[src/rtl/uart_rx_frame_unpack.sv]
// uart_rx_frame_unpack: 8N1 UART receiver that unpacks each byte into eight 1-bit pixels (FF/00), MSB first, with frame counting and idle abort
module uart_rx_frame_unpack #(
    parameter int CLK_FREQ     = 100_000_000,
    parameter int BAUD         = 115200,
    parameter int FRAME_BYTES  = 5160,
    parameter int IDLE_TIMEOUT = 1_000_000
) (
    input  logic       clk,
    input  logic       reset,
    input  logic       rx,
    input  logic       pix_ready,
    output logic       pix_de,
    output logic [7:0] pix_data,
    output logic       frame_done,
    output logic       frame_abort,
    output logic       rx_err,
    output logic       overrun
);
    localparam int DIV_RAW = CLK_FREQ / (BAUD * 16);
    localparam int DIV     = DIV_RAW < 1 ? 1 : DIV_RAW;
    localparam int DW      = $clog2(DIV + 1);
    localparam int BW      = $clog2(FRAME_BYTES + 1);
    localparam int IW      = $clog2(IDLE_TIMEOUT + 1);

    typedef enum logic [1:0] {S_IDLE, S_START, S_DATA, S_STOP} state_t;

    state_t          r_state, w_state_nx;
    logic            r_rx_meta, r_rx_sync;
    logic [DW-1:0]   r_div;
    logic [3:0]      r_tcnt;
    logic [2:0]      r_bcnt;
    logic [7:0]      r_rx_shift;
    logic [7:0]      r_buf, r_sh;
    logic            r_buf_valid, r_buf_last, r_sh_valid, r_sh_last;
    logic [2:0]      r_idx;
    logic [BW-1:0]   r_byte_cnt;
    logic [IW-1:0]   r_idle;
    logic            w_tick, w_bit_sample, w_stop_sample, w_byte_done, w_frm_err;
    logic            w_hs, w_sh_free, w_load, w_timeout, w_last_byte;

    assign w_tick        = r_div == DW'(DIV - 1);
    assign w_bit_sample  = w_tick && r_tcnt == 4'd15;
    assign w_stop_sample = r_state == S_STOP && w_bit_sample;
    assign w_byte_done   = w_stop_sample && r_rx_sync;
    assign w_frm_err     = w_stop_sample && !r_rx_sync;
    assign w_hs          = r_sh_valid && pix_ready;
    assign w_sh_free     = !r_sh_valid || (w_hs && r_idx == 3'd7);
    assign w_load        = w_sh_free && r_buf_valid;
    assign w_last_byte   = r_byte_cnt == BW'(FRAME_BYTES - 1);
    assign w_timeout     = r_byte_cnt != '0 && r_idle == IW'(IDLE_TIMEOUT) && !w_byte_done;

    // Outputs are forced quiet while reset is asserted, even in its first cycle
    assign pix_de      = !reset && r_sh_valid;
    assign pix_data    = {8{!reset && r_sh_valid && r_sh[7]}};
    assign frame_done  = !reset && w_hs && r_idx == 3'd7 && r_sh_last;
    assign frame_abort = !reset && w_timeout;
    assign rx_err      = !reset && w_frm_err;
    assign overrun     = !reset && w_byte_done && r_buf_valid;

    // Input synchronizer and free-running 16x oversample tick divider
    always_ff @(posedge clk) begin
        if (reset) begin
            r_rx_meta <= 1'b1;
            r_rx_sync <= 1'b1;
            r_div     <= '0;
        end else begin
            r_rx_meta <= rx;
            r_rx_sync <= r_rx_meta;
            r_div     <= w_tick ? '0 : r_div + DW'(1);
        end
    end

    // Receiver state register
    always_ff @(posedge clk) begin
        if (reset) r_state <= S_IDLE;
        else r_state <= w_state_nx;
    end

    // Receiver next-state: start is re-checked mid-bit so short glitches fall back to idle
    always_comb begin
        w_state_nx = r_state;
        case (r_state)
            S_IDLE:  if (!r_rx_sync) w_state_nx = S_START;
            S_START: if (w_tick && r_tcnt == 4'd7) w_state_nx = r_rx_sync ? S_IDLE : S_DATA;
            S_DATA:  if (w_bit_sample && r_bcnt == 3'd7) w_state_nx = S_STOP;
            S_STOP:  if (w_bit_sample) w_state_nx = S_IDLE;
            default: w_state_nx = S_IDLE;
        endcase
    end

    // Tick/bit counters restart on every state change; data shifts in LSB first
    always_ff @(posedge clk) begin
        if (reset) begin
            r_tcnt     <= '0;
            r_bcnt     <= '0;
            r_rx_shift <= '0;
        end else begin
            r_tcnt <= (r_state == S_IDLE || w_state_nx != r_state) ? 4'd0 : w_tick ? r_tcnt + 4'd1 : r_tcnt;
            r_bcnt <= r_state == S_IDLE ? 3'd0 : (r_state == S_DATA && w_bit_sample) ? r_bcnt + 3'd1 : r_bcnt;
            if (r_state == S_DATA && w_bit_sample) r_rx_shift <= {r_rx_sync, r_rx_shift[7:1]};
        end
    end

    // Holding buffer, byte counter and pixel unpack shifter; timeout flushes like reset
    always_ff @(posedge clk) begin
        if (reset || w_timeout) begin
            r_buf       <= '0;
            r_buf_valid <= 1'b0;
            r_buf_last  <= 1'b0;
            r_sh        <= '0;
            r_sh_valid  <= 1'b0;
            r_sh_last   <= 1'b0;
            r_idx       <= '0;
            r_byte_cnt  <= '0;
        end else begin
            if (w_byte_done && !r_buf_valid) begin
                r_buf       <= r_rx_shift;
                r_buf_valid <= 1'b1;
                r_buf_last  <= w_last_byte;
                r_byte_cnt  <= w_last_byte ? '0 : r_byte_cnt + BW'(1);
            end else if (w_load) begin
                r_buf_valid <= 1'b0;
            end
            if (w_load) begin
                r_sh       <= r_buf;
                r_sh_last  <= r_buf_last;
                r_sh_valid <= 1'b1;
                r_idx      <= '0;
            end else if (w_hs) begin
                r_sh       <= {r_sh[6:0], 1'b0};
                r_idx      <= r_idx + 3'd1;
                r_sh_valid <= r_idx != 3'd7;
            end
        end
    end

    // Idle counter runs only inside a partial frame and restarts on every received byte
    always_ff @(posedge clk) begin
        if (reset || w_byte_done || w_timeout) r_idle <= '0;
        else if (r_byte_cnt != '0) r_idle <= r_idle + IW'(1);
    end
endmodule

[config.mk]
export PLATFORM = sky130hd
export DESIGN_NAME = uart_rx_frame_unpack
export DESIGN_NICKNAME = d
export VERILOG_FILES = /design/src/rtl/uart_rx_frame_unpack.sv
export SDC_FILE = /design/constraint.sdc
export NUM_CORES = 1
export LEC_CHECK = 0
export ABC_AREA = 1
export BUFFER_PORTS_ARGS = -buffer_cell sky130_fd_sc_hd__buf_2
export CAP_MARGIN = 20
export CORE_MARGIN = 5
export CORE_UTILIZATION = 30
export CTS_BUF_LIST = sky130_fd_sc_hd__clkbuf_4
export DETAILED_ROUTE_END_ITERATION = 16
export PLACE_DENSITY = 0.47
export SYNTH_ARGS = -nofsm -noshare
export SYNTH_HDL_FRONTEND = slang
export SYNTH_SLANG_ARGS = --single-unit
[constraint.sdc]
create_clock -name clk -period 1.55 [get_ports clk]
set_input_delay 0.155 -clock clk [delete_from_list [all_inputs] [get_ports clk]]
set_output_delay 0.155 -clock clk [all_outputs]
set_load 0.005 [all_outputs]
==> impl_metrics.yaml <==
die:
  dieArea_um2: 17100
  die_w_um: 131
  ios: 17
  die_height_um: 131
  start_util_pct: 30.4
  num_rows: 44
  core_area_um2: 14400
grt:
  antenna_found_initial: 1
  grt.total_usage_pct: 14.3
  grt_max_degree: 18
  grt_pass1_wl_um: 19600
  grt_pass1_vias: 4138
  overflow: 0
setup_path:
  arrival_ns: 1.76
  critPathRequiredTime_ns: 1.39
  slowest_stage: "dfxtp_2"
  crit_path_frequent_cell: "nor2_4"
  crit_path_start_kind: "register"
  slowest_delay_ns: 0.35
  critPathKind: "register to primary output"
  end_kind: "primary output"
  cp_max_fo: 2
  crit_chain: "inv_1, nand2_1, nor3_2, buf_4, nand3_2, nor2_4, nand3_4, nor2_4, buf_6"
sta:
  min_period_ns: 1.92
  finalCritPeriodShare_pct: 124
  worst_pin_slew_ns: 0.734
  skew_ns: 0.0197
  finalWorstSetupSlack_ns: -0.370
  setup_violations: 42
  rsz0062_at_grt: "true"
  slew_violations: 0
  finalHoldViolCount: 0
  slew_headroom_pct: 51.0
  timing.fmax_ghz: 0.521
route:
  drtIter0Drc: 247
  via_per_inst: 4.60
  vias: 4329
  drtPass1Iterations: 4
  wl_um: 12000
  drc: 0
  drtAntennaViolNets: 0
  wire_per_inst_um: 12.7
final_layout:
  final_util_pct: 44.0
  area_growth_pct: 44.8
  fin_nets: 766
  drive_gt1_share_pct: 37.3
pwr:
  p_leak_nw: 2.48
  cellInternalPower_w: 0.00271
  swShare_pct: 26.4
  seqPwrFrac_pct: 57.0
  p_switching_w: 0.000972
  comb_power_share_pct: 5.2
  power_density_nw_per_um2: 581
  power_frac_clock_pct: 37.7
  vdd_drop_max_mv: 0.433
min_path:
  holdCritPathClass: "input pin to register"
place:
  pre_cts_ws_ns: -0.130
  portBuffers: 16
  place.detailed.hpwl_um: 7540
  gp_congestion: 0.876
run:
  maxCapViolCount: 0
synthesis:
  postSynthCellCount: 647
  yosys_register_bits: 81
  ys_warn_count: 0
  synth.top_cell.area_share_pct: 37.0
  syn-num-nets: 662
  yosysSeqAreaShare_pct: 37.0
  ys_types: 32
  ys_top_cells_by_area: "dfxtp_1 37%, nand2_1 12%, nor2_1 11%, inv_1 5.8%, a21oi_1 5.3%"
  syn_area_um2: 4380
  yosysTopAreaCell: "dfxtp_1"
  avgSynthCellArea_um2: 6.77
clocking:
  htreeDepth: 3
  clkTransAtPathRegs_ns: 0.14
  clockBufferDepth: 2
  cts_inserted_buffers: 9
  numClockSinks: 81
  clock-root-buffer: "clkbuf_4"
  cts_tree: "built"
  insertion_delay_ns: 0.48
outcome:
  status: "finished, violations left"
  violations: "negative setup slack"
cell usage in the layout (no fill, tap or decap), drive strengths merged:
| cell | count |
|---|---|
| nand2 | 142 |
| nor2 | 137 |
| buf | 115 |
| dfxtp | 81 |
| inv | 76 |
| a21oi | 46 |
| nand3 | 35 |
| o21ai | 26 |
| xor2 | 20 |
| nor3 | 14 |
| nand4 | 13 |
| clkbuf | 11 |
| ha | 11 |
| mux2i | 6 |
| xnor2 | 5 |
| mux2 | 4 |
| diode | 2 |
| nand3b | 2 |
| and2 | 2 |
| or2 | 2 |
| o21a | 2 |
| clkinv | 2 |
| nor3b | 1 |
| bufinv | 1 |
| bufbuf | 1 |
| dlygate4sd3 | 1 |
repair_timing:
action | in CTS | in global routing
pin swaps | 22 | 45
setup endpoints to repair | 83 | 84
buffers inserted | 22 | 8
endpoints found under the hold margin | 1 | 0
cloned | 8 | 4
hold buffers | 1 | 0
resized for setup | 83 | 124
critical path: cells and delay by family (launching register included):
kind	cells	cell delay (ns)
AND/OR/NAND/NOR	6	0.62
buffers and inverters	3	0.31
flip-flops	1	0.35
cell type report:
type / count / area (um2)
Inverter: 72 / 275
Timing Repair Buffer: 119 / 1170
Tap cell: 184 / 230
Fill cell: 1478 / 8080
Clock inverter: 7 / 83.8
Multi-Input combinational cell: 468 / 2870
Clock buffer: 9 / 67.6
Sequential cell: 81 / 1640
Antenna cell: 2 / 5.00
routing by layer:
metal  wire (um)  vias to the layer above  GRT usage, %
li1            -                     2253             -
met3         322                       18          2.93
met4         247                        0          6.23
met5           0                        -             0
met1        5600                     2008          17.9
met2        5830                       50          23.9
logic make-up (layout without fill, tap and decap cells):
group	Yosys count	after routing	share of synthesized area [%]
flip-flops	81	81	37.0
AO/OA/AOI/OAI	74	74	8.65
AND/OR/NAND/NOR	347	348	33.8
multiplexers	10	10	2.40
buffers and inverters	99	207	9.97
XOR/XNOR	25	25	5.00
adder cells (fa/ha/maj)	11	11	3.14
other	0	2	0
power by group through the flow:
stage               logic [W]  registers, W  clock network (W)
detailed placement   0.000110       0.00215                  0
finish               0.000193       0.00210            0.00139
CTS                  0.000216       0.00210            0.00146
floorplan           0.0000569       0.00215                  0
global placement     0.000108       0.00215                  0
global route         0.000210       0.00210            0.00156
state kept, by name (all words and copies together), names as in the netlist:
register and cells:
r_div 6, r_sh_valid 1, r_rx_sync 1, r_buf 8, r_sh_last 1, r_idle 20
r_rx_meta 1, r_idx 3, r_state 2, r_tcnt 4, r_byte_cnt 13, r_buf_last 1
r_sh 8, r_bcnt 3, r_rx_shift 8, r_buf_valid 1
through the flow:
| step | setup TNS (ns) | total power (W) | hold WS, ns | area (um2) | std cells |
|---|---|---|---|---|---|
| 2_1_floorplan | -0.137 | 0.00220 | 0.259 | 4390 | 647 |
| 3_3_place_gp | -1.40 | 0.00225 | 0.338 | 5150 | 890 |
| 3_5_place_dp | -2.71 | 0.00226 | 0.339 | 5150 | 890 |
| 4_1_cts | -10.20 | 0.00378 | 0.0973 | 5980 | 935 |
| 5_1_grt | -14.19 | 0.00387 | 0.126 | 6350 | 942 |
| 6_report | -8.20 | 0.00369 | 0.135 | 6350 | 942 |
final timing paths:
| path | from | to | slack (ns) | depth (start not counted) |
|---|---|---|---|---|
| min | reset | r_rx_meta | 0.14 | 2 |
| max | r_idle[13] | frame_abort | -0.37 | 9 |
| max reg2reg | r_div[1] | r_byte_cnt[9] | -0.28 | 12 |
| min reg2reg | r_rx_meta | r_rx_sync | 0.43 | 1 |
synth_stat cells:
master	count
nor3_1	14
nand3_2	2
buf_6	3
inv_1	68
o21ai_1	1
xor2_1	20
nand3_4	1
nor3b_1	1
inv_2	4
or2_2	2
and2_1	2
buf_4	9
nand3b_1	2
o21ai_0	24
mux2_2	4
nor2_1	132
o21a_1	2
clkbuf_1	8
nand4_1	12
nand3_1	32
dfxtp_1	81
a21oi_1	46
nor2_2	3
buf_2	7
xnor2_1	5
o21ai_2	1
nand2_1	139
ha_1	11
nor2_4	2
mux2i_1	6
nand4_4	1
nand2_2	2
(Power assumes the default switching activity.)
